===== config.mk =====
export PLATFORM = sky130hd
export DESIGN_NAME = comp_rx
export DESIGN_NICKNAME = d
export VERILOG_FILES = /design/src/rtl/comp_rx.sv
export SDC_FILE = /design/constraint.sdc
export NUM_CORES = 1
export LEC_CHECK = 0
export CORE_ASPECT_RATIO = 0.9
export CORE_UTILIZATION = 45
export CTS_CLUSTER_DIAMETER = 150
export DETAILED_ROUTE_END_ITERATION = 10
export GPL_TIMING_DRIVEN = 0
export PLACE_DENSITY = 0.68
export SLEW_MARGIN = 20
export SYNTH_ARGS = -nofsm -noshare
export SYNTH_HDL_FRONTEND = slang
export SYNTH_SLANG_ARGS = --single-unit

===== constraint.sdc =====
create_clock -name clk -period 3.1 [get_ports clk]
set_clock_uncertainty 0.05 [all_clocks]
set_input_delay 0.62 -clock clk [delete_from_list [all_inputs] [get_ports clk]]
set_output_delay 0.62 -clock clk [all_outputs]
set_load 0.01 [all_outputs]

===== src/rtl/comp_rx.sv =====
// Receive end of the single-lane strobed serial link: checks strobe phase,
// reassembles LSB-first bursts into bytes and hands them out on valid/ready.
module comp_rx #(
  parameter int unsigned DATA_W = 8,
  parameter int unsigned CNT_W  = 16
) (
  input  logic              clk,
  input  logic              rst_n,
  input  logic              dqs_p,
  input  logic              dqs_n,
  input  logic              dq,
  output logic [DATA_W-1:0] rx_data,
  output logic              rx_valid,
  input  logic              rx_ready,
  output logic              frame_err,
  output logic              overflow,
  output logic [CNT_W-1:0]  rx_count
);

  localparam int unsigned BW = (DATA_W > 2) ? $clog2(DATA_W) : 1;

  typedef enum logic [1:0] {
    IDLE,
    RECV,
    ERR
  } state_t;

  state_t            state, state_nxt;
  logic [BW-1:0]     bitcnt, bitcnt_nxt;
  logic [DATA_W-1:0] shreg, shreg_nxt;
  logic [DATA_W-1:0] data_nxt;
  logic              valid_nxt;
  logic              ferr_nxt;
  logic              ovf_nxt;
  logic [CNT_W-1:0]  count_nxt;
  logic              strobe_ok;
  logic              complete;

  always_comb begin
    state_nxt  = state;
    bitcnt_nxt = bitcnt;
    shreg_nxt  = shreg;
    data_nxt   = rx_data;
    valid_nxt  = rx_valid;
    ferr_nxt   = 1'b0;
    ovf_nxt    = 1'b0;
    count_nxt  = rx_count;
    complete   = 1'b0;
    // An unknown strobe makes this unknown, which takes the mismatch branch.
    strobe_ok  = (dqs_p == ~bitcnt[0]) && (dqs_n == bitcnt[0]);

    if (rx_valid && rx_ready) begin
      valid_nxt = 1'b0;
    end

    case (state)
      IDLE: begin
        if (dqs_p && !dqs_n) begin
          shreg_nxt    = '0;
          shreg_nxt[0] = dq;
          bitcnt_nxt   = BW'(1);
          state_nxt    = RECV;
        end
      end
      RECV: begin
        if (strobe_ok) begin
          shreg_nxt[bitcnt] = dq;
          bitcnt_nxt        = bitcnt + BW'(1);
          if (bitcnt == BW'(DATA_W - 1)) begin
            complete   = 1'b1;
            bitcnt_nxt = '0;
            state_nxt  = IDLE;
          end
        end else begin
          ferr_nxt   = 1'b1;
          shreg_nxt  = '0;
          bitcnt_nxt = '0;
          state_nxt  = ERR;
        end
      end
      ERR: begin
        if (dqs_p == dqs_n) begin
          state_nxt = IDLE;
        end
      end
      default: begin
        state_nxt  = IDLE;
        bitcnt_nxt = '0;
        shreg_nxt  = '0;
      end
    endcase

    // A byte accepted at this same edge frees the holding register for reload.
    if (complete) begin
      if (!rx_valid || rx_ready) begin
        data_nxt  = shreg_nxt;
        valid_nxt = 1'b1;
        count_nxt = rx_count + CNT_W'(1);
      end else begin
        ovf_nxt = 1'b1;
      end
    end
  end

  always_ff @(posedge clk or negedge rst_n) begin
    if (!rst_n) begin
      state     <= IDLE;
      bitcnt    <= '0;
      shreg     <= '0;
      rx_data   <= '0;
      rx_valid  <= 1'b0;
      frame_err <= 1'b0;
      overflow  <= 1'b0;
      rx_count  <= '0;
    end else begin
      state     <= state_nxt;
      bitcnt    <= bitcnt_nxt;
      shreg     <= shreg_nxt;
      rx_data   <= data_nxt;
      rx_valid  <= valid_nxt;
      frame_err <= ferr_nxt;
      overflow  <= ovf_nxt;
      rx_count  <= count_nxt;
    end
  end

endmodule

==> impl_metrics.toml, run 1 <==
[outcome]
outcome = "finished clean"

[layout]
antenna_cells = 0
areaGrowthSynthToFinish_pct = 25.6
fin_util = 0.602
finalNetCount = 237
drive_gt1_frac = 0.141
multi_input_area_sq_um = 931
fillCellCount = 365
fin_cells = 287
regArea_sq_um = 1000

[route]
drtIter0Drc = 122
wl_per_cell_um = 15.1
vias = 1603
drc = 0
wl_um = 4320
first_pass_iters = 5
avgViaCountPerCell = 5.59
ant_nets = 0

[placement]
io_buffers = 32
place_worst_setup_slack_ns = 0.237
place_inst = 280
gp_congestion = 0.910
dp_hpwl_um = 3150

[synth]
postSynth.asyncResetShare = 1.00
synthTopCellsByArea = "dfrtp_1, nand2_1, xor2_1"
ys_ff_latch = 40
syn_area_per_cell_sq_um = 10.7
synth_top_area_frac = 0.499
syn_area_sq_um = 2010
postSynthCellCount = 187
ys_top_cells_by_count = "dfrtp_1, nand2_1, nor2_1"
syn-num-nets = 197
synth_warnings = 0
synth_top_flop_cell = "dfrtp_1"
yosysMostFrequentCell = "dfrtp_1"
ys_types = 41
synth_edf_count = 0
yosysSeqAreaShare = 0.499
synth_area_leader_cell = "dfrtp_1"

[power_and_ir_drop]
p_comb_frac = 0.218
swShare = 0.291
p_leak_nw = 1.18
seq_power_share = 0.481
power.internal_w = 0.000872
p_clk_frac = 0.301
p_sw_w = 0.000358
ir_worst_vdd_mv = 0.328
powerDensity_nw_per_um2 = 488

[setup_path]
r2r-end = "rx_count[7]$_DFFE_PN0P_"
r2r_slack_ns = 1.17
path_cells = "clkdlybuf4s50_1 -> inv_1 -> ha_1 -> and2b_2 -> nor2_1 -> o21ai_0 -> a31oi_1"
crit_fanout = 8
cp_slowest_cell = "clkdlybuf4s50_1"
critPathMaxStageDelay_ns = 0.62
worstSetupStartpointType = "input pin"
r2r_cells = 6
cp.arrival_ns = 2.69
required_ns = 3.25
crit_type = "input pin to flip-flop"
crit_path_end_kind = "flip-flop"
rr_startpoint = "bitcnt[1]$_DFFE_PN0P_"

[clock_tree]
post_cts_resize_count = 0
post_cts_buffers = 0
cts.sinks = 40
numCtsBuffers = 5
cts_buffer_depth = 2
clk_latency_ns = 0.29
htreeDepth = 2
tritoncts = "built"
clkSlewWorstSetupHoldPaths_ns = 0.07
cts_root_buf = "clkbuf_8"
cts_hold_buf = 0

[floorplanning]
die_h_um = 65.3
core_area_sq_um = 4180
start_util = 0.479
die_w_um = 72.4
die-area_sq_um = 4730
num_rows = 22
io_pins = 33

[global_routing]
grt_pass1_vias = 1575
met3_usage = 0.0629
grt_max_degree = 24
antenna_found_initial = 0
top_usage_layer = "met2"
grt.total_usage = 0.211
grt_pass1_wl_um = 7470
grt_util_met2 = 0.340
grt_use_met1 = 0.266
gr-total-overflow = 0

[timing]
rsz0062_at_grt = "false"
fin_crit_ns = 2.54
fin_hold_ws_ns = 0.220
fin_tns_setup_ns = 0
max_clock_freq_mhz = 394
hold_viol = 0
layout_setup_ws_ns = 0.563
slew_headroom = 0.636
finalCritPeriodShare = 0.818
slew_viol_final = 0
setup_viol = 0
tightest_slew_ns = 0.543

[hold_path]
holdCritPathClass = "input pin to asynchronous set/reset pin"

[run]
maxCapViolations = 0
power groups by stage:
stage	registers (W)	clock network (W)	logic, W
global route	0.000600	0.000410	0.000292
CTS	0.000592	0.000379	0.000267
detailed placement	0.000602	0	0.000264
finish	0.000592	0.000370	0.000268
global placement	0.000601	0	0.000253
floorplan	0.000595	0	0.000191
cell usage in the layout (no fill, tap or decap), drive strengths merged, types with 7 or more instances in the layout:
cell type and count:
clkbuf 9, dfrtp 40, o21ai 8, and3 7, xor2 9, clkdlybuf4s50 31
nand3 8, nor2 14, nand2 24, a31oi 7
worst max-delay path by stage:
stage	from	endpoint	slack, ns	depth (start not counted)
after floorplan	dqs_n	rx_data[3]$_DFFE_PN0P_	1.32	6
after global routing	dqs_n	rx_data[3]$_DFFE_PN0P_	0.40	7
after global placement	dqs_n	rx_data[3]$_DFFE_PN0P_	0.29	7
after detailed placement	dqs_n	rx_data[3]$_DFFE_PN0P_	0.24	7
after CTS	dqs_n	rx_data[3]$_DFFE_PN0P_	0.55	7
final	dqs_n	rx_data[3]$_DFFE_PN0P_	0.56	7
sequential cells by signal (all words and copies together) (netlist names):
name	cells
bitcnt	3
frame_err	1
overflow	1
rx_count	16
rx_data	8
rx_valid	1
shreg	8
state	2
worst max-delay path: cells and delay by family:
| family | cells | cell delay, ns |
|---|---|---|
| AO/OA/AOI/OAI | 2 | 0.46 |
| adder cells (fa/ha/maj) | 1 | 0.21 |
| buffers and inverters | 2 | 0.75 |
| AND/OR/NAND/NOR | 2 | 0.66 |
through the flow:
| stage | cell area [sq um] | power [W] |
|---|---|---|
| final | 2520 | 0.00123 |
| after global routing | 2520 | 0.00130 |
| after CTS | 2520 | 0.00124 |
| after detailed placement | 2420 | 0.000866 |
| after global placement | 2400 | 0.000854 |
| after floorplan | 2010 | 0.000786 |
per-layer routing:
| layer | wire length, um | part of all wire |
|---|---|---|
| met1 | 1900 | 0.44 |
| met2 | 2080 | 0.48 |
| met3 | 251 | 0.058 |
| met4 | 81 | 0.019 |
| met5 | 0 | 0 |
cell type report:
cell class | count | area share
Sequential cell | 40 | 0.397
Inverter | 2 | 0.00298
Buffer | 6 | 0.0263
Tap cell | 60 | 0.0298
Timing Repair Buffer | 33 | 0.136
Multi-Input combinational cell | 139 | 0.369
Clock buffer | 7 | 0.0382
kinds of logic after synthesis:
family,synth area share
flops,0.499
simple gates,0.242
buf+inv,0.0368
mux,0.0212
fa+ha+maj,0.0250
xor+xnor,0.0655
compound gates,0.110
Power figures use the tool's default switching activity.
==> run 2: changes to the inputs <==
--- a/config.mk
+++ b/config.mk
@@ -10,7 +10,7 @@
 export CTS_CLUSTER_DIAMETER = 150
 export DETAILED_ROUTE_END_ITERATION = 10
 export GPL_TIMING_DRIVEN = 0
-export PLACE_DENSITY = 0.68
+export PLACE_DENSITY = 0.71
 export SLEW_MARGIN = 20
 export SYNTH_ARGS = -nofsm -noshare
 export SYNTH_HDL_FRONTEND = slang
==> constraint.sdc (replaced) <==
create_clock -name clk -period 2.2 [get_ports clk]
set_clock_uncertainty 0.05 [all_clocks]
set_input_delay 0.44 -clock clk [delete_from_list [all_inputs] [get_ports clk]]
set_output_delay 0.44 -clock clk [all_outputs]
set_load 0.01 [all_outputs]
==> run 2 against run 1 <==
Net effect: combinational power increased by 43%; utilization increased by 0.60 points; register-to-register slack got worse by 0.88 ns; highest routed layer unchanged.
==> impl_metrics.toml, run 2 (synthesized netlist as in run 1, its figures left out) <==
[floorplanning]
start_util = 0.479
die_h_um = 65.3
die-area_sq_um = 4730
io_pins = 33
num_rows = 22
die_w_um = 72.4
core_area_sq_um = 4180

[layout]
largest_register_ffs = 16
top_register = "rx_count"
finalNetCount = 238
final_cell_mix = "dfrtp_1, clkdlybuf4s50_1, nand2_1, nor2_1, xor2_1"
final_common_cell = "dfrtp_1"
fillCellCount = 365
drive_gt1_frac = 0.148
reg_top3 = "rx_count: 16 flops, rx_data: 8 flops, shreg: 8 flops"
areaGrowthSynthToFinish_pct = 26.9
antenna_cells = 0

[timing]
slew_viol_final = 0
slew_headroom = 0.753
finalCritPeriodShare = 0.947
fin_tns_setup_ns = 0
tightest_slew_ns = 0.367
max_clock_freq_mhz = 480
rsz0062_at_grt = "false"
fin_hold_ws_ns = 0.416
layout_setup_ws_ns = 0.116
setup_viol = 0
hold_viol = 0
fin_crit_ns = 2.08

[clock_tree]
cts.sinks = 40
clk_latency_ns = 0.29
numCtsBuffers = 5
cts_buffer_depth = 2
tritoncts = "built"
htreeDepth = 2
cts_root_buf = "clkbuf_8"
clkSlewWorstSetupHoldPaths_ns = 0.08
post_cts_buffers = 0

[power_and_ir_drop]
seq_power_share = 0.461
p_leak_nw = 1.18
ir_worst_vdd_mv = 0.422
swShare = 0.288
report.power.total_w = 0.00181
p_sw_w = 0.000520
p_clk_frac = 0.327
power.internal_w = 0.00129
powerDensity_nw_per_um2 = 710
p_comb_frac = 0.212

[setup_path]
crit_path_end_kind = "flip-flop"
crit_type = "input pin to flip-flop"
path_cells = "clkdlybuf4s50_1 -> or3b_1 -> buf_6 -> a221oi_1 -> o21ai_1 -> a31oi_1"
cp.arrival_ns = 2.25
required_ns = 2.36
critPathMaxStageDelay_ns = 0.60
worstSetupStartpointType = "input pin"
crit_fanout = 8
cp_slowest_cell = "clkdlybuf4s50_1"

[global_routing]
grt_pass1_vias = 1448
grt_max_degree = 31
grt.total_usage = 0.201
gr-total-overflow = 0
grt_pass1_wl_um = 7110
antenna_found_initial = 0

[route]
avgViaCountPerCell = 5.40
vias = 1562
ant_nets = 0
drc = 0
wl_per_cell_um = 14.3
wl_um = 4140
first_pass_iters = 5
drtIter0Drc = 137

[placement]
place_worst_setup_slack_ns = -0.436
io_buffers = 32
dp_hpwl_um = 3020
gp_congestion = 0.852

[outcome]
outcome = "finished clean"

[hold_path]
holdCritPathClass = "flip-flop to flip-flop"

[run]
maxCapViolations = 0
[run 2: changes by cell type in the layout (fill, tap and decap cells not counted), sizes merged]
cell,change
bufinv,+1
dlygate4sd3,+1
clkinv,+1
clkbuf,-2
clkinvlp,+1
[run 2: critical path, delay by kind of cell]
kind            cells  cell delay (ns)
simple gates        1             0.39
buf+inv             2             0.75
compound gates      3             0.68
[run 2: area by class of cell]
type | instances | area, sq um | share of cell area
multi-input combinational | 139 | 938 | 0.369
clock inverter | 3 | 42.5 | 0.0167
tap | 60 | 75.1 | 0.0295
inverter | 2 | 7.51 | 0.00295
timing repair buffer | 34 | 345 | 0.136
clock buffer | 5 | 68.8 | 0.0270
buffer | 6 | 66.3 | 0.0261
sequential | 40 | 1000 | 0.393
[run 2: layer usage]
metal | up-vias | GRT usage | routed length [um]
li1 | 767 | - | -
met1 | 747 | 0.298 | 2010
met2 | 43 | 0.283 | 1890
met3 | 5 | 0.0414 | 184
met4 | 0 | 0.0833 | 57
met5 | - | 0 | 0
[run 2: timing repair]
action,4_1_cts,5_1_grt
pin swaps,0,0
hold buffers,1,0
resized for setup,1,1
cloned,0,0
hold endpoints to repair,10,0
endpoints found under the setup margin,9,2
[run 2: path summary, 6_finish.rpt]
| check | startpoint | to | slack (ns) | cells after the start |
|---|---|---|---|---|
| max in group asynchronous | rst_n | shreg[4]$_DFF_PN0_ | 1.16 | 3 |
| max reg2reg | bitcnt[1]$_DFFE_PN0P_ | rx_count[7]$_DFFE_PN0P_ | 0.29 | 6 |
| min | rx_count[15]$_DFFE_PN0P_ | rx_count[15]$_DFFE_PN0P_ | 0.42 | 1 |
| min in group asynchronous | rst_n | frame_err$_DFF_PN0_ | 0.50 | 2 |
| min reg2reg | rx_count[15]$_DFFE_PN0P_ | rx_count[15]$_DFFE_PN0P_ | 0.42 | 1 |
| max | dqs_p | rx_data[5]$_DFFE_PN0P_ | 0.12 | 6 |
[run 2: per-stage QoR]
stage / instance area, sq um / utilization / instances
2_1_floorplan: 2010 / - / 187
3_3_place_gp: 2400 / 0.574 / 279
3_5_place_dp: 2420 / 0.577 / 280
4_1_cts: 2540 / 0.607 / 289
5_1_grt: 2540 / 0.608 / 289
6_report: 2540 / 0.608 / 289
[run 2: power by group through the flow]
stage	Sequential (W)	Combinational (W)	Clock, W
3_5_place_dp	0.000848	0.000371	0
3_3_place_gp	0.000845	0.000363	0
2_1_floorplan	0.000838	0.000269	0
4_1_cts	0.000833	0.000376	0.000604
6_report	0.000833	0.000384	0.000591
5_1_grt	0.000842	0.000422	0.000640
